File: src/rtl/hazard_scoreboard.sv
// -----------------------------------------------------------------------------
// hazard_scoreboard
//
// Hazard controller for the 5-stage pipeline. It produces:
//   * EX-operand forwarding selects (EX > MEM > WB priority),
//   * the load-use stall,
//   * a registered scoreboard for variable-latency ("long") operations,
//   * MEM-stage redirect flushes and the final PC select.
// The stall/flush/forward/issue outputs are combinational. The scoreboard
// (pending bitmap, outstanding count, sticky error) and the optional perf
// counter update on the rising clock edge.
//
// Parameters:
//   NUM_REGS     architectural registers; x0 is never pending
//   REG_ADDR_W   register address width (2**REG_ADDR_W >= NUM_REGS)
//   MAX_PENDING  maximum outstanding long ops (1..15)
//   STALL_CNT_W  width of the stall-cycle perf counter
//
// Ports:
//   clk_i, rst_i                  clock, asynchronous active-high reset
//   id_*                          ID instruction qualifiers and addresses
//   ex_*, mem_*, wb_*             downstream stage writers (forwarding sources)
//   lu_done_i, lu_done_rd_i       long-unit completion and its destination
//   redirect_i, redirect_pc_sel_i MEM-stage taken branch/jump and PC source
//   pc/if_id/id_ex_stall_o        pipeline stalls
//   if_id/id_ex_flush_o           pipeline flushes
//   forward_a/b_select_o          00 none, 01 EX, 10 MEM, 11 WB
//   pc_sel_final_o                PC source (00 = PC+4)
//   lu_issue_o                    ID long op accepted this cycle
//   sb_full_o, sb_busy_o          outstanding count == MAX_PENDING / != 0
//   sb_err_o                      sticky: completion seen with nothing outstanding
//   stall_cycles_o                stall-cycle count
//
// Configuration:
//   HAZARD_PERF_EN  when defined, stall_cycles_o counts cycles with pc_stall_o
//                   set and saturates at all-ones. When it is undefined,
//                   stall_cycles_o is tied to 0 and no counter is built.
// -----------------------------------------------------------------------------
module hazard_scoreboard #(
    parameter int NUM_REGS    = 32,
    parameter int REG_ADDR_W  = 5,
    parameter int MAX_PENDING = 4,
    parameter int STALL_CNT_W = 32
) (
    input  logic                   clk_i,
    input  logic                   rst_i,
    input  logic                   id_valid_i,
    input  logic                   id_use_rs1_i,
    input  logic                   id_use_rs2_i,
    input  logic                   id_reg_write_i,
    input  logic                   id_long_op_i,
    input  logic [REG_ADDR_W-1:0]  id_rs1_addr_i,
    input  logic [REG_ADDR_W-1:0]  id_rs2_addr_i,
    input  logic [REG_ADDR_W-1:0]  id_rd_addr_i,
    input  logic                   ex_valid_i,
    input  logic                   ex_reg_write_i,
    input  logic                   ex_mem_read_i,
    input  logic                   ex_is_ctrl_i,
    input  logic [REG_ADDR_W-1:0]  ex_rd_addr_i,
    input  logic                   mem_valid_i,
    input  logic                   mem_reg_write_i,
    input  logic                   mem_is_ctrl_i,
    input  logic [REG_ADDR_W-1:0]  mem_rd_addr_i,
    input  logic                   wb_valid_i,
    input  logic                   wb_reg_write_i,
    input  logic [REG_ADDR_W-1:0]  wb_rd_addr_i,
    input  logic                   lu_done_i,
    input  logic [REG_ADDR_W-1:0]  lu_done_rd_i,
    input  logic                   redirect_i,
    input  logic [1:0]             redirect_pc_sel_i,
    output logic                   pc_stall_o,
    output logic                   if_id_stall_o,
    output logic                   id_ex_stall_o,
    output logic                   if_id_flush_o,
    output logic                   id_ex_flush_o,
    output logic [1:0]             forward_a_select_o,
    output logic [1:0]             forward_b_select_o,
    output logic [1:0]             pc_sel_final_o,
    output logic                   lu_issue_o,
    output logic                   sb_full_o,
    output logic                   sb_busy_o,
    output logic                   sb_err_o,
    output logic [STALL_CNT_W-1:0] stall_cycles_o
);

    // Four bits hold any MAX_PENDING in the supported 1..15 range.
    localparam int               CNT_W   = 4;
    localparam logic [CNT_W-1:0] CNT_MAX = CNT_W'(MAX_PENDING);

    logic [NUM_REGS-1:0] pending;
    logic [CNT_W-1:0]    cnt;
    logic                sb_err;

    // One-hot register decode. Bit 0 is never produced, so x0 can never
    // become pending, and an out-of-range address decodes to nothing.
    function automatic logic [NUM_REGS-1:0] decode(input logic [REG_ADDR_W-1:0] addr);
        logic [NUM_REGS-1:0] onehot;
        onehot = '0;
        for (int i = 1; i < NUM_REGS; i++) begin
            if (addr == REG_ADDR_W'(i)) onehot[i] = 1'b1;
        end
        return onehot;
    endfunction

    function automatic logic [1:0] fwd_sel(
        input logic                  use_src,
        input logic [REG_ADDR_W-1:0] src,
        input logic                  ex_ok,
        input logic                  mem_ok,
        input logic                  wb_ok
    );
        logic [1:0] sel;
        sel = 2'b00;
        if (use_src) begin
            if (ex_ok && ex_rd_addr_i == src)        sel = 2'b01;
            else if (mem_ok && mem_rd_addr_i == src) sel = 2'b10;
            else if (wb_ok && wb_rd_addr_i == src)   sel = 2'b11;
        end
        return sel;
    endfunction

    // ---------------------------------------------------------------- forwarding
    // Each "ok" term already excludes rd == x0, so a match implies src != 0.
    logic ex_fwd_ok, mem_fwd_ok, wb_fwd_ok;

    assign ex_fwd_ok  = ex_valid_i  & ex_reg_write_i  & (ex_rd_addr_i  != '0);
    assign mem_fwd_ok = mem_valid_i & mem_reg_write_i & (mem_rd_addr_i != '0);
    assign wb_fwd_ok  = wb_valid_i  & wb_reg_write_i  & (wb_rd_addr_i  != '0);

    assign forward_a_select_o = fwd_sel(id_use_rs1_i, id_rs1_addr_i, ex_fwd_ok, mem_fwd_ok, wb_fwd_ok);
    assign forward_b_select_o = fwd_sel(id_use_rs2_i, id_rs2_addr_i, ex_fwd_ok, mem_fwd_ok, wb_fwd_ok);

    // ------------------------------------------------------------- hazard terms
    logic load_use, raw_sb, waw_sb, full_sb, ctrl_shadow, stall;

    assign sb_full_o = (cnt == CNT_MAX);
    assign sb_busy_o = (cnt != '0);
    assign sb_err_o  = sb_err;

    assign load_use = ex_valid_i & ex_mem_read_i & (ex_rd_addr_i != '0) &
                      ((id_use_rs1_i & (id_rs1_addr_i == ex_rd_addr_i)) |
                       (id_use_rs2_i & (id_rs2_addr_i == ex_rd_addr_i)));

    assign raw_sb = (id_use_rs1_i & |(pending & decode(id_rs1_addr_i))) |
                    (id_use_rs2_i & |(pending & decode(id_rs2_addr_i)));

    assign waw_sb      = id_reg_write_i & |(pending & decode(id_rd_addr_i));
    assign full_sb     = id_long_op_i & sb_full_o;
    // A long op never issues behind an unresolved branch/jump, so a redirect
    // never has to squash anything that is already in the scoreboard.
    assign ctrl_shadow = id_long_op_i & (ex_is_ctrl_i | mem_is_ctrl_i);

    assign stall = id_valid_i & (load_use | raw_sb | waw_sb | full_sb | ctrl_shadow);

    // ------------------------------------------------------ stall / flush / PC
    // A redirect squashes the instruction in ID, so it overrides any stall.
    assign pc_stall_o     = stall & ~redirect_i;
    assign if_id_stall_o  = pc_stall_o;
    assign id_ex_stall_o  = pc_stall_o;
    assign if_id_flush_o  = redirect_i;
    assign id_ex_flush_o  = redirect_i;
    assign pc_sel_final_o = redirect_i ? redirect_pc_sel_i : 2'b00;

    assign lu_issue_o = id_valid_i & id_long_op_i & ~stall & ~redirect_i;

    // --------------------------------------------------------------- scoreboard
    logic                done_ok;
    logic [NUM_REGS-1:0] issue_set;
    logic [NUM_REGS-1:0] done_clr;

    // A completion with nothing outstanding is dropped. It is only flagged.
    assign done_ok = lu_done_i & sb_busy_o;

    // NOTE: every variable written in always_comb gets a default first;
    // otherwise a path that skips the assignment infers a latch.
    always_comb begin
        issue_set = '0;
        done_clr  = '0;
        if (lu_issue_o && id_reg_write_i) issue_set = decode(id_rd_addr_i);
        if (done_ok)                      done_clr  = decode(lu_done_rd_i);
    end

    // NOTE: the bitmap is a flop vector, not a RAM, so it is cleared by the
    // asynchronous reset together with the count and the error flag.
    always_ff @(posedge clk_i or posedge rst_i) begin
        if (rst_i) begin
            pending <= '0;
            cnt     <= '0;
            sb_err  <= 1'b0;
        end else begin
            // NOTE: sequential state uses non-blocking assignments so that every
            // right-hand side sees the pre-edge value.
            // Issue and done cannot name the same rd (waw_sb blocks that issue),
            // so the set and clear masks never collide.
            pending <= (pending & ~done_clr) | issue_set;
            case ({lu_issue_o, done_ok})
                2'b10:   cnt <= cnt + 1'b1;
                2'b01:   cnt <= cnt - 1'b1;
                default: cnt <= cnt;
            endcase
            if (lu_done_i && !sb_busy_o) sb_err <= 1'b1;
        end
    end

    // ------------------------------------------------------------ perf counter
`ifdef HAZARD_PERF_EN
    logic [STALL_CNT_W-1:0] stall_cycles;

    always_ff @(posedge clk_i or posedge rst_i) begin
        if (rst_i) begin
            stall_cycles <= '0;
        end else if (pc_stall_o && stall_cycles != '1) begin
            stall_cycles <= stall_cycles + 1'b1;
        end
    end

    assign stall_cycles_o = stall_cycles;
`else
    assign stall_cycles_o = '0;
`endif

endmodule

File: config.mk
export PLATFORM = sky130hd
export DESIGN_NAME = hazard_scoreboard
export DESIGN_NICKNAME = d
export VERILOG_FILES = /design/src/rtl/hazard_scoreboard.sv
export SDC_FILE = /design/constraint.sdc
export NUM_CORES = 1
export LEC_CHECK = 0
export BUFFER_PORTS_ARGS = -buffer_cell sky130_fd_sc_hd__buf_2
export CAP_MARGIN = 20
export CORE_UTILIZATION = 49
export CTS_CLUSTER_SIZE = 40
export DETAILED_ROUTE_END_ITERATION = 10
export GPL_ROUTABILITY_DRIVEN = 0
export PLACE_DENSITY = 0.82
export SKIP_LAST_GASP = 1
export SYNTH_ARGS = -nofsm -noshare
export SYNTH_HDL_FRONTEND = slang
export SYNTH_SLANG_ARGS = --single-unit
File: constraint.sdc
create_clock -name clk_i -period 3.3 [get_ports clk_i]
set_input_delay 0.495 -clock clk_i [delete_from_list [all_inputs] [get_ports clk_i]]
set_output_delay 0.495 -clock clk_i [all_outputs]
set_load 0.1 [all_outputs]
== Word level (Yosys, flattened, before mapping) ==
Index checks and enable logic that the tools add are counted.
W data, S select, Z words.

* Flip-flop bits (word level): 37
* Input port bits: 55
* Output and inout bits: 47

* $add $sub $neg: 2
* Equal/unequal tests: 135
* Mux-type cells: 136
* Bitwise logic cells: 37
* Reductions and logical operators: 17

{| class="wikitable"
|+ Operators by type and width
! kind !! number
|-
| $eq A5 B5 Y1 const B || 64
|-
| $eq A5 B4 Y1 const B || 32
|-
| $and A32 B32 Y32 || 4
|-
| $mux W1 || 124
|-
| $reduce_or A32 Y1 || 3
|-
| $eq A5 B3 Y1 const B || 16
|-
| $mux W32 || 2
|-
| $eq A5 B2 Y1 const B || 8
|-
| $eq A5 B5 Y1 || 8
|-
| $not A32 Y32 || 1
|-
| $or A32 B32 Y32 || 1
|-
| $and A1 B1 Y1 || 22
|-
| $eq A5 B1 Y1 const B || 4
|-
| $mux W2 || 9
|-
| $reduce_bool A5 Y1 || 3
|-
| $logic_and A1 B1 Y1 || 8
|-
| $pmux W4 S2 || 1
|-
| $or A1 B1 Y1 || 7
|-
| $add A4 B1 Y4 const B || 1
|-
| $eq A4 B3 Y1 const B || 1
|-
| $reduce_bool A4 Y1 || 1
|-
| $sub A4 B1 Y4 const B || 1
|-
| $eq A2 B1 Y1 const B || 1
|-
| $eq A2 B2 Y1 const B || 1
|-
| other kinds (3) || 4
|}

== Depth between registers and ports, before layout ==
Gate-level depths: netlist (run 1).

* Word-level depth: 17
* Gate-level depth with buffers: 15

== Worst setup path before layout (run 1) ==
Ideal clock, no wire load.

* Path kind: register -> output
* From: reg cnt[3]
* To: out if_id_stall_o
* Arrival: 5.371 ns
* Data required time: 2.805 ns
* Slack: -2.566 ns
* Cell stages (with the launch flop): 6
* Path through: dfrtp_1 > nor4b_1 > o31ai_1 > o221ai_2 > o311a_1 > buf_4

* Word-level cells in the longest chain between the ends: 6

{| class="wikitable"
|+ RTL lines
! what !! line !! RTL
|-
| start: declaration || 91 || <nowiki>logic [CNT_W-1:0] cnt;</nowiki>
|-
| start signal: assignment || 197 || <nowiki>2'b10: cnt <= cnt + 1'b1;</nowiki>
|-
| start signal: assignment || 198 || <nowiki>2'b01: cnt <= cnt - 1'b1;</nowiki>
|-
| start signal: assignment || 199 || <nowiki>default: cnt <= cnt;</nowiki>
|-
| $eq A4 B3 Y1 || 136 || <nowiki>assign sb_full_o = (cnt == CNT_MAX);</nowiki>
|-
| net sb_full_o || 80 || <nowiki>output logic sb_full_o,</nowiki>
|-
| $and A1 B1 Y1 || 148 || <nowiki>assign full_sb = id_long_op_i & sb_full_o;</nowiki>
|-
| $or A1 B1 Y1 (2 in a row) || 153 || <nowiki>assign stall = id_valid_i & (load_use | raw_sb | waw_sb | full_sb | ctrl_shadow);</nowiki>
|-
| $and A1 B1 Y1 || 153 ||
|-
| $and A1 B1 Y1 || 157 || <nowiki>assign pc_stall_o = stall & ~redirect_i;</nowiki>
|-
| end: declaration || 72 || <nowiki>output logic if_id_stall_o,</nowiki>
|}

The timed path passes the listed nets, and every way through them passes these cells.

== Final worst setup path (run 1) ==
* From: in id_rd_addr_i[4]
* To: reg cnt[3]

* Word-level cells in the longest chain between the ends: 14

{| class="wikitable"
|+ RTL lines
! what !! line !! RTL
|-
| start: declaration || 54 || <nowiki>input logic [REG_ADDR_W-1:0] id_rd_addr_i,</nowiki>
|-
| $eq A5 B1 Y1, or another cell as far along || 100 || <nowiki>if (addr == REG_ADDR_W'(i)) onehot[i] = 1'b1;</nowiki>
|-
| $mux W1 || 100 ||
|-
| $and A32 B32 Y32 * || 147 || <nowiki>assign waw_sb = id_reg_write_i & |(pending & decode(id_rd_addr_i));</nowiki>
|-
| $reduce_or A32 Y1 * || 147 ||
|-
| $and A1 B1 Y1 * || 147 ||
|-
| $or A1 B1 Y1 * (3 in a row) || 153 ||
|-
| $and A1 B1 Y1 * || 153 ||
|-
| $not A1 Y1 * || 164 || <nowiki>assign lu_issue_o = id_valid_i & id_long_op_i & ~stall & ~redirect_i;</nowiki>
|-
| $and A1 B1 Y1 * (2 in a row) || 164 ||
|-
| $eq A2 B1 Y1 / $eq A2 B2 Y1 (equally long branches) || 196 || <nowiki>case ({lu_issue_o, done_ok})</nowiki>
|-
| $pmux W4 S2 / $reduce_bool A2 Y1 (equally long branches) || n/a ||
|}

Every way passes the cells marked *; elsewhere a longest branch is shown, timed or not.
A chain may end at the register's enable or synchronous reset.

==> results.sh, run 1 <==
export IMPL_synthArstFlopShare_pct=100
export IMPL_ys_seq_area_share_pct=22.6
export IMPL_dp_cells=689
export IMPL_fin_setup_tns_ns=0
export IMPL_first_pass_iters=5
export IMPL_die_width_um=92.2
export IMPL_finalCriticalPeriod_ns=3.28
export IMPL_critPathArrivalTime_ns=3.47
export IMPL_rows=32
export IMPL_grt_max_degree=34
export IMPL_path_max_fanout=6
export IMPL_crit_buf_inv=2
export IMPL_crit_path_end_kind="flop"
export IMPL_cts_inserted_buffers=5
export IMPL_yosys_cell_types_count=69
export IMPL_fin_skew_ns=0.00880
export IMPL_slowest_stage="or4_4"
export IMPL_cts_tree="done"
export IMPL_synth_top_area_share_pct=22.6
export IMPL_track_usage_pct=32.3
export IMPL_cpPeakStageDelay_ns=0.54
export IMPL_drt_total_wl_um=13700
export IMPL_mostFrequentLayoutCells="71 x buf_4, 64 x buf_2, 38 x o21ai_0"
export IMPL_diodes=0
export IMPL_setup_viol=0
export IMPL_ys_top_cells_by_area="dfrtp_1 23%, buf_4 7.2%, o31ai_1 6.0%"
export IMPL_cts_buffer_depth=2
export IMPL_finalCritPeriodShare_pct=99.5
export IMPL_synth_cells=500
export IMPL_yosysTopAreaCell="dfrtp_1"
export IMPL_hpwl_um=10200
export IMPL_finalHoldViolCount=0
export IMPL_worstMarginPinSlew_ns=0.545
export IMPL_drt_iter0_drc=558
export IMPL_vias=4518
export IMPL_crit_chain="buf_2, buf_4, nand2_1, o32ai_1, or3_1, nor3_4, a41oi_2, or4_4, ha_4, ha_1, a21o_1, a21oi_2, xnor2_1, nor2_1, xor2_1"
export IMPL_start_util_pct=51.1
export IMPL_synthFlopType="dfrtp_1"
export IMPL_via_per_inst=6.43
export IMPL_p_leak_uw=0.00208
export IMPL_htreeDepth=2
export IMPL_crit_family="simple AND/OR/NAND/NOR gates"
export IMPL_drive_gt1_share_pct=30.1
export IMPL_synth_warnings=0
export IMPL_die_height_um=92.2
export IMPL_cts_hold_buffers=0
export IMPL_crit_type="in2reg"
export IMPL_layout_commonest_cell="buf_4"
export IMPL_synth_seq_cells=36
export IMPL_syn2layout_area_growth_pct=23.3
export IMPL_syn_area_per_cell_um2=7.98
export IMPL_status="finished clean"
export IMPL_r2r_cells=13
export IMPL_maxCapViolCount=0
export IMPL_hold_class="in2async"
export IMPL_slew_headroom_pct=63.2
export IMPL_synth_edf_count=0
export IMPL_io_pin_count=102
export IMPL_ant_nets=0
export IMPL_syn_cell_area_um2=3990
export IMPL_path_depth=15
export IMPL_grt_pass1_vias=4270
export IMPL_required_ns=3.49
export IMPL_utilization_pct=63.0
export IMPL_hold_slack_ns=0.213
export IMPL_drv_slew=0
export IMPL_peakVddDrop_mv=0.277
export IMPL_grt_pass1_wl_um=21500
export IMPL_antenna_found_initial=0
export IMPL_fmax_ghz=0.305
export IMPL_numPortBuffers=69
export IMPL_startpoint_type="input pin"
export IMPL_layout_nets=659
export IMPL_cts_clk_slew_worst_paths_ns=0.08
export IMPL_post_place_ws_ns=-0.303
export IMPL_die_area_um2=8510
export IMPL_drc=0
export IMPL_rsz0062_at_grt="true"
export IMPL_clkLatencyLatePin_ns=0.30
export IMPL_core_area_um2=7810
export IMPL_instances_no_fill=703
export IMPL_root_buffer="clkbuf_8"
export IMPL_cts_sinks=36
export IMPL_wl_per_cell_um=19.4
export IMPL_overflow=0
export IMPL_setup_ws_ns=0.0170
export IMPL_power_density_nw_per_um2=359
[cell type report]
type	count	area, um^2
fillers	684	2890
well taps	102	128
multi-input cells	405	2800
inverters	12	45.0
repair buffers	140	941
clock buffers	5	68.8
flip-flops and latches	36	913
clock inverters	3	18.8
[logic make-up after synthesis]
| family | after synthesis | synth area share, % |
|---|---|---|
| and+or+nand+nor | 189 | 28.3 |
| DFF | 36 | 22.6 |
| other | 1 | 0.0940 |
| xor gates and xnor gates | 34 | 7.47 |
| buffers and inverters | 90 | 13.0 |
| adders and majority gates | 4 | 1.44 |
| muxes | 21 | 5.65 |
| AOI/OAI and AO/OA | 125 | 21.5 |
[report_power, final]
group / switching [uW] / leakage [uW] / internal, uW
Sequential: 74.7 / 0.000470 / 491
Clock: 178 / 0.0000479 / 147
Combinational: 599 / 0.00157 / 274
[final timing paths]
path | slack, ns | endpoint | startpoint
worst max register to register | 0.02 | cnt[3] | pending[31]
worst max-delay path | 0.02 | cnt[3] | id_rd_addr_i[4]
worst min-delay path | 0.21 | pending[4] | rst_i
max in group asynchronous | 2.34 | pending[13] | rst_i
min in group clk_i | 0.44 | sb_err_o | lu_done_i
worst min register to register | 0.48 | sb_err_o | sb_err_o
[synthesized netlist by cell type, types with 12 or more instances]
library cell  instances
o21ai_0              40
o31ai_1              32
nor4_1               12
nand4_1              15
inv_1                12
dfrtp_1              36
mux2i_1              18
xnor2_1              18
nand4b_1             13
buf_4                38
clkbuf_1             14
nor2_1               23
nand3_1              20
and3_1               12
buf_2                23
xor2_1               16
nor3_1               12
nand2_1              24
[registers in the layout, summed over array words and instances (netlist names)]
register / flops
pending: 31
cnt: 4
sb_err_o: 1
[metal layers]
layer	wire, um	track usage, %
met1	4950	39.4
met4	936	21.1
met3	1540	5.39
met5	0	0
met2	6240	52.4
[worst register-to-register path, cell delays in order, from the launching register on]
cell and delay, ns:
dfrtp_2 0.45, mux2i_1 0.15, o32ai_1 0.09, or3_1 0.41, nor3_4 0.24, a41oi_2 0.15, or4_4 0.54, ha_4 0.19
ha_1 0.27, a21o_1 0.18, a21oi_2 0.14, xnor2_1 0.14, nor2_1 0.08, xor2_1 0.14
[timing repair]
| item | CTS | global route |
|---|---|---|
| pin swaps | 0 | 5 |
| cloned | 0 | 0 |
| endpoints found under the setup margin | 1 | 6 |
| resized for setup | 1 | 18 |
| setup buffers | 0 | 6 |
[through the flow]
| stage | total power [uW] | cell area, um^2 |
|---|---|---|
| 4_1_cts | 1730 | 4820 |
| 5_1_grt | 1840 | 4920 |
| 3_3_place_gp | 1390 | 4730 |
| 6_report | 1760 | 4920 |
| 2_1_floorplan | 1210 | 4190 |
| 3_5_place_dp | 1410 | 4730 |
Power figures use the tool's default switching activity.
==> run 2: changes to the inputs <==
Settings changed: ABC_AREA from default to 1, CORE_UTILIZATION 49 to 50, PLACE_DENSITY 0.82 to 0.83.
==> run 2 against run 1 <==
Register-to-register slack better by 0.58 ns; via count rose by 5.7%; total power down 3.7%; synthesized cell count rose by 34%; combinational power is 8.5% lower; setup slack improved by 0.15 ns; critical path type is now in2out; cell area shrank 9.5%; global-route usage is 1.8 points lower; flip-flop and latch count did not move.
==> results.sh, run 2 <==
export IMPL_start_util_pct=52.0
export IMPL_first_pass_iters=6
export IMPL_drt_total_wl_um=12600
export IMPL_p_clk_share_pct=20.2
export IMPL_regMostFlops="pending"
export IMPL_path_depth=16
export IMPL_setup_viol=0
export IMPL_cts_hold_buffers=0
export IMPL_die_height_um=92.1
export IMPL_crit_type="in2out"
export IMPL_slew_headroom_pct=59.6
export IMPL_cts_clk_slew_worst_paths_ns=0.07
export IMPL_die_width_um=92.1
export IMPL_drive_gt1_share_pct=14.6
export IMPL_synthFlopType="dfrtp_1"
export IMPL_finalHoldViolCount=0
export IMPL_synthArstFlopShare_pct=100
export IMPL_drc=0
export IMPL_crit_start="id_rd_addr_i[2]"
export IMPL_drt_iter0_drc=393
export IMPL_combPwrFrac_pct=47.1
export IMPL_worstMarginPinSlew_ns=0.600
export IMPL_syn_cell_area_um2=4060
export IMPL_crit_reg2reg_launch="pending[3]"
export IMPL_utilization_pct=57.0
export IMPL_setup_ws_ns=0.166
export IMPL_crit_chain="buf_2, nor2_2, inv_1, nor2_1, nand2_1, nand2_1, nor2_1, nand2_1, nor2_1, nand2_1, nand2_1, nand2_1, nor2_4, buf_4, nor3_4, buf_12"
export IMPL_drv_slew=0
export IMPL_required_ns=2.80
export IMPL_fin_skew_ns=0.00963
export IMPL_cts_inserted_buffers=5
export IMPL_overflow=0
export IMPL_r2r_cells=19
export IMPL_io_pin_count=102
export IMPL_path_max_fanout=32
export IMPL_root_buffer="clkbuf_8"
export IMPL_track_usage_pct=30.4
export IMPL_switchingPower_uw=833
export IMPL_postCtsResizedCells=0
export IMPL_syn2layout_area_growth_pct=9.64
export IMPL_antenna_found_initial=0
export IMPL_layout_commonest_cell="nand2_1"
export IMPL_fmax_ghz=0.319
export IMPL_numPortBuffers=69
export IMPL_synth_top_area_share_pct=22.2
export IMPL_startpoint_type="input pin"
export IMPL_slowest_stage="nor3_4"
export IMPL_p_int_uw=866
export IMPL_maxCapViolCount=0
export IMPL_ant_nets=0
export IMPL_cts_tree="done"
export IMPL_largest_reg_flops=31
export IMPL_mostFrequentLayoutCells="177 x nand2_1, 111 x nor2_1, 67 x nand3_1"
export IMPL_power_density_nw_per_um2=381
export IMPL_yosys_top_cells_count="177 x nand2_1, 111 x nor2_1, 67 x nand3_1"
export IMPL_synth_cells=671
export IMPL_seq_power_share_pct=32.8
export IMPL_clkLatencyLatePin_ns=0.29
export IMPL_synth_seq_cells=36
export IMPL_hpwl_um=9480
export IMPL_cpPeakStageDelay_ns=0.37
export IMPL_fill_cells=758
export IMPL_cts_sinks=36
export IMPL_via_per_inst=5.80
export IMPL_wl_per_cell_um=15.3
export IMPL_finalCriticalPeriod_ns=3.13
export IMPL_sw_frac_of_total_pct=49.0
export IMPL_htreeDepth=2
export IMPL_syn_area_per_cell_um2=6.05
export IMPL_postCtsSetupBuffers=0
export IMPL_crit_path_end_kind="primary output"
export IMPL_r2r_end="cnt[3]"
export IMPL_rsz0062_at_grt="false"
export IMPL_layout_nets=780
export IMPL_grt_pass1_wl_um=20700
export IMPL_yosysTopAreaCell="dfrtp_1"
export IMPL_core_area_um2=7810
export IMPL_vias=4776
export IMPL_diodes=0
export IMPL_ys_seq_area_share_pct=22.2
export IMPL_hold_class="in2async"
export IMPL_p_leak_uw=0.00248
export IMPL_crit_buf_inv=4
export IMPL_critPathArrivalTime_ns=2.64
export IMPL_cts_buffer_depth=2
export IMPL_grt_pass1_vias=4454
export IMPL_rows=32
export IMPL_yosys_cell_types_count=30
export IMPL_post_place_ws_ns=0.102
export IMPL_endpoint="pc_stall_o"
export IMPL_synth_warnings=0
export IMPL_peakVddDrop_mv=0.184
export IMPL_path_common_cell="nand2_1"
export IMPL_rrSetupSlack_ns=0.60
export IMPL_status="finished clean"
export IMPL_crit_family="simple AND/OR/NAND/NOR gates"
export IMPL_ys_top_cells_by_area="dfrtp_1 22%, nand2_1 16%, nor2_1 10%"
export IMPL_die_area_um2=8490
export IMPL_grt_max_degree=37
export IMPL_finalCritPeriodShare_pct=95.0
export IMPL_yosysMostFrequentCell="nand2_1"
export IMPL_synth_edf_count=0
==> run 2: cell count changes in the layout (fill, tap and decap cells not counted), sizes merged, moves of 13 or more <==
cell and change:
buf -60, nand3 +47, mux2i -18, nand4b -13, nand4 +39, inv +42
o21ai -20, o31ai -17, nor2 +90, nand2 +158
==> run 2: metrics by stage <==
stage / area, um^2 / hold WS (ns) / std cells / setup TNS, ns / power, uW
6_report: 4450 / 0.295 / 823 / 0 / 1700
3_5_place_dp: 4350 / 0.468 / 816 / 0 / 1340
4_1_cts: 4450 / 0.317 / 823 / 0 / 1680
5_1_grt: 4450 / 0.350 / 823 / 0 / 1790
2_1_floorplan: 4190 / 0.460 / 702 / -0.0378 / 1200
3_3_place_gp: 4350 / 0.450 / 816 / 0 / 1320
==> run 2: layout make-up <==
cell class | count | area (um^2) | area share, %
clock buffers | 7 | 96.3 | 2.16
inverters | 54 | 203 | 4.55
multi-input cells | 545 | 2630 | 59.1
flip-flops and latches | 36 | 901 | 20.2
well taps | 102 | 128 | 2.87
repair buffers | 79 | 493 | 11.1
==> run 2: worst min-delay path by stage <==
stage / from / slack [ns] / endpoint
after floorplan: cnt[0] / 0.46 / cnt[0]
after global placement: sb_err_o / 0.45 / sb_err_o
after detailed placement: sb_err_o / 0.47 / sb_err_o
after CTS: rst_i / 0.32 / cnt[3]
after global routing: rst_i / 0.35 / cnt[3]
final: rst_i / 0.29 / cnt[3]
==> run 2: per-layer routing <==
layer  up-vias  part of all wire, %  wire (um)  track usage, %
li1       2237                    -          -               -
met1      2149                   40       5080            40.2
met2       330                   45       5720            49.9
met3        60                   10       1300            4.64
met4         0                  3.8        474            11.8
met5         -                    0          0               0
==> run 2: worst min-delay path, delay by kind of cell <==
family | cells | cell delay (ns)
buffers and inverters | 3 | 0.53
==> run 2: cells by family (layout without fill, tap and decap cells) <==
group | count (synthesis) | in the layout | share of synthesized area [%]
other cells | 1 | 32 | 0.0923
xor+xnor | 27 | 27 | 5.82
flops | 36 | 36 | 22.2
fa+ha+maj | 4 | 4 | 1.42
compound gates | 44 | 44 | 6.62
buf+inv | 121 | 140 | 16.5
simple gates | 438 | 438 | 47.4
==> run 2: power groups by stage <==
stage               clock [uW]  sequential, uW  combinational, uW
floorplan                    0             580                622
global placement             0             559                761
detailed placement           0             561                781
CTS                        344             553                783
global route               361             562                866
finish                     343             557                799
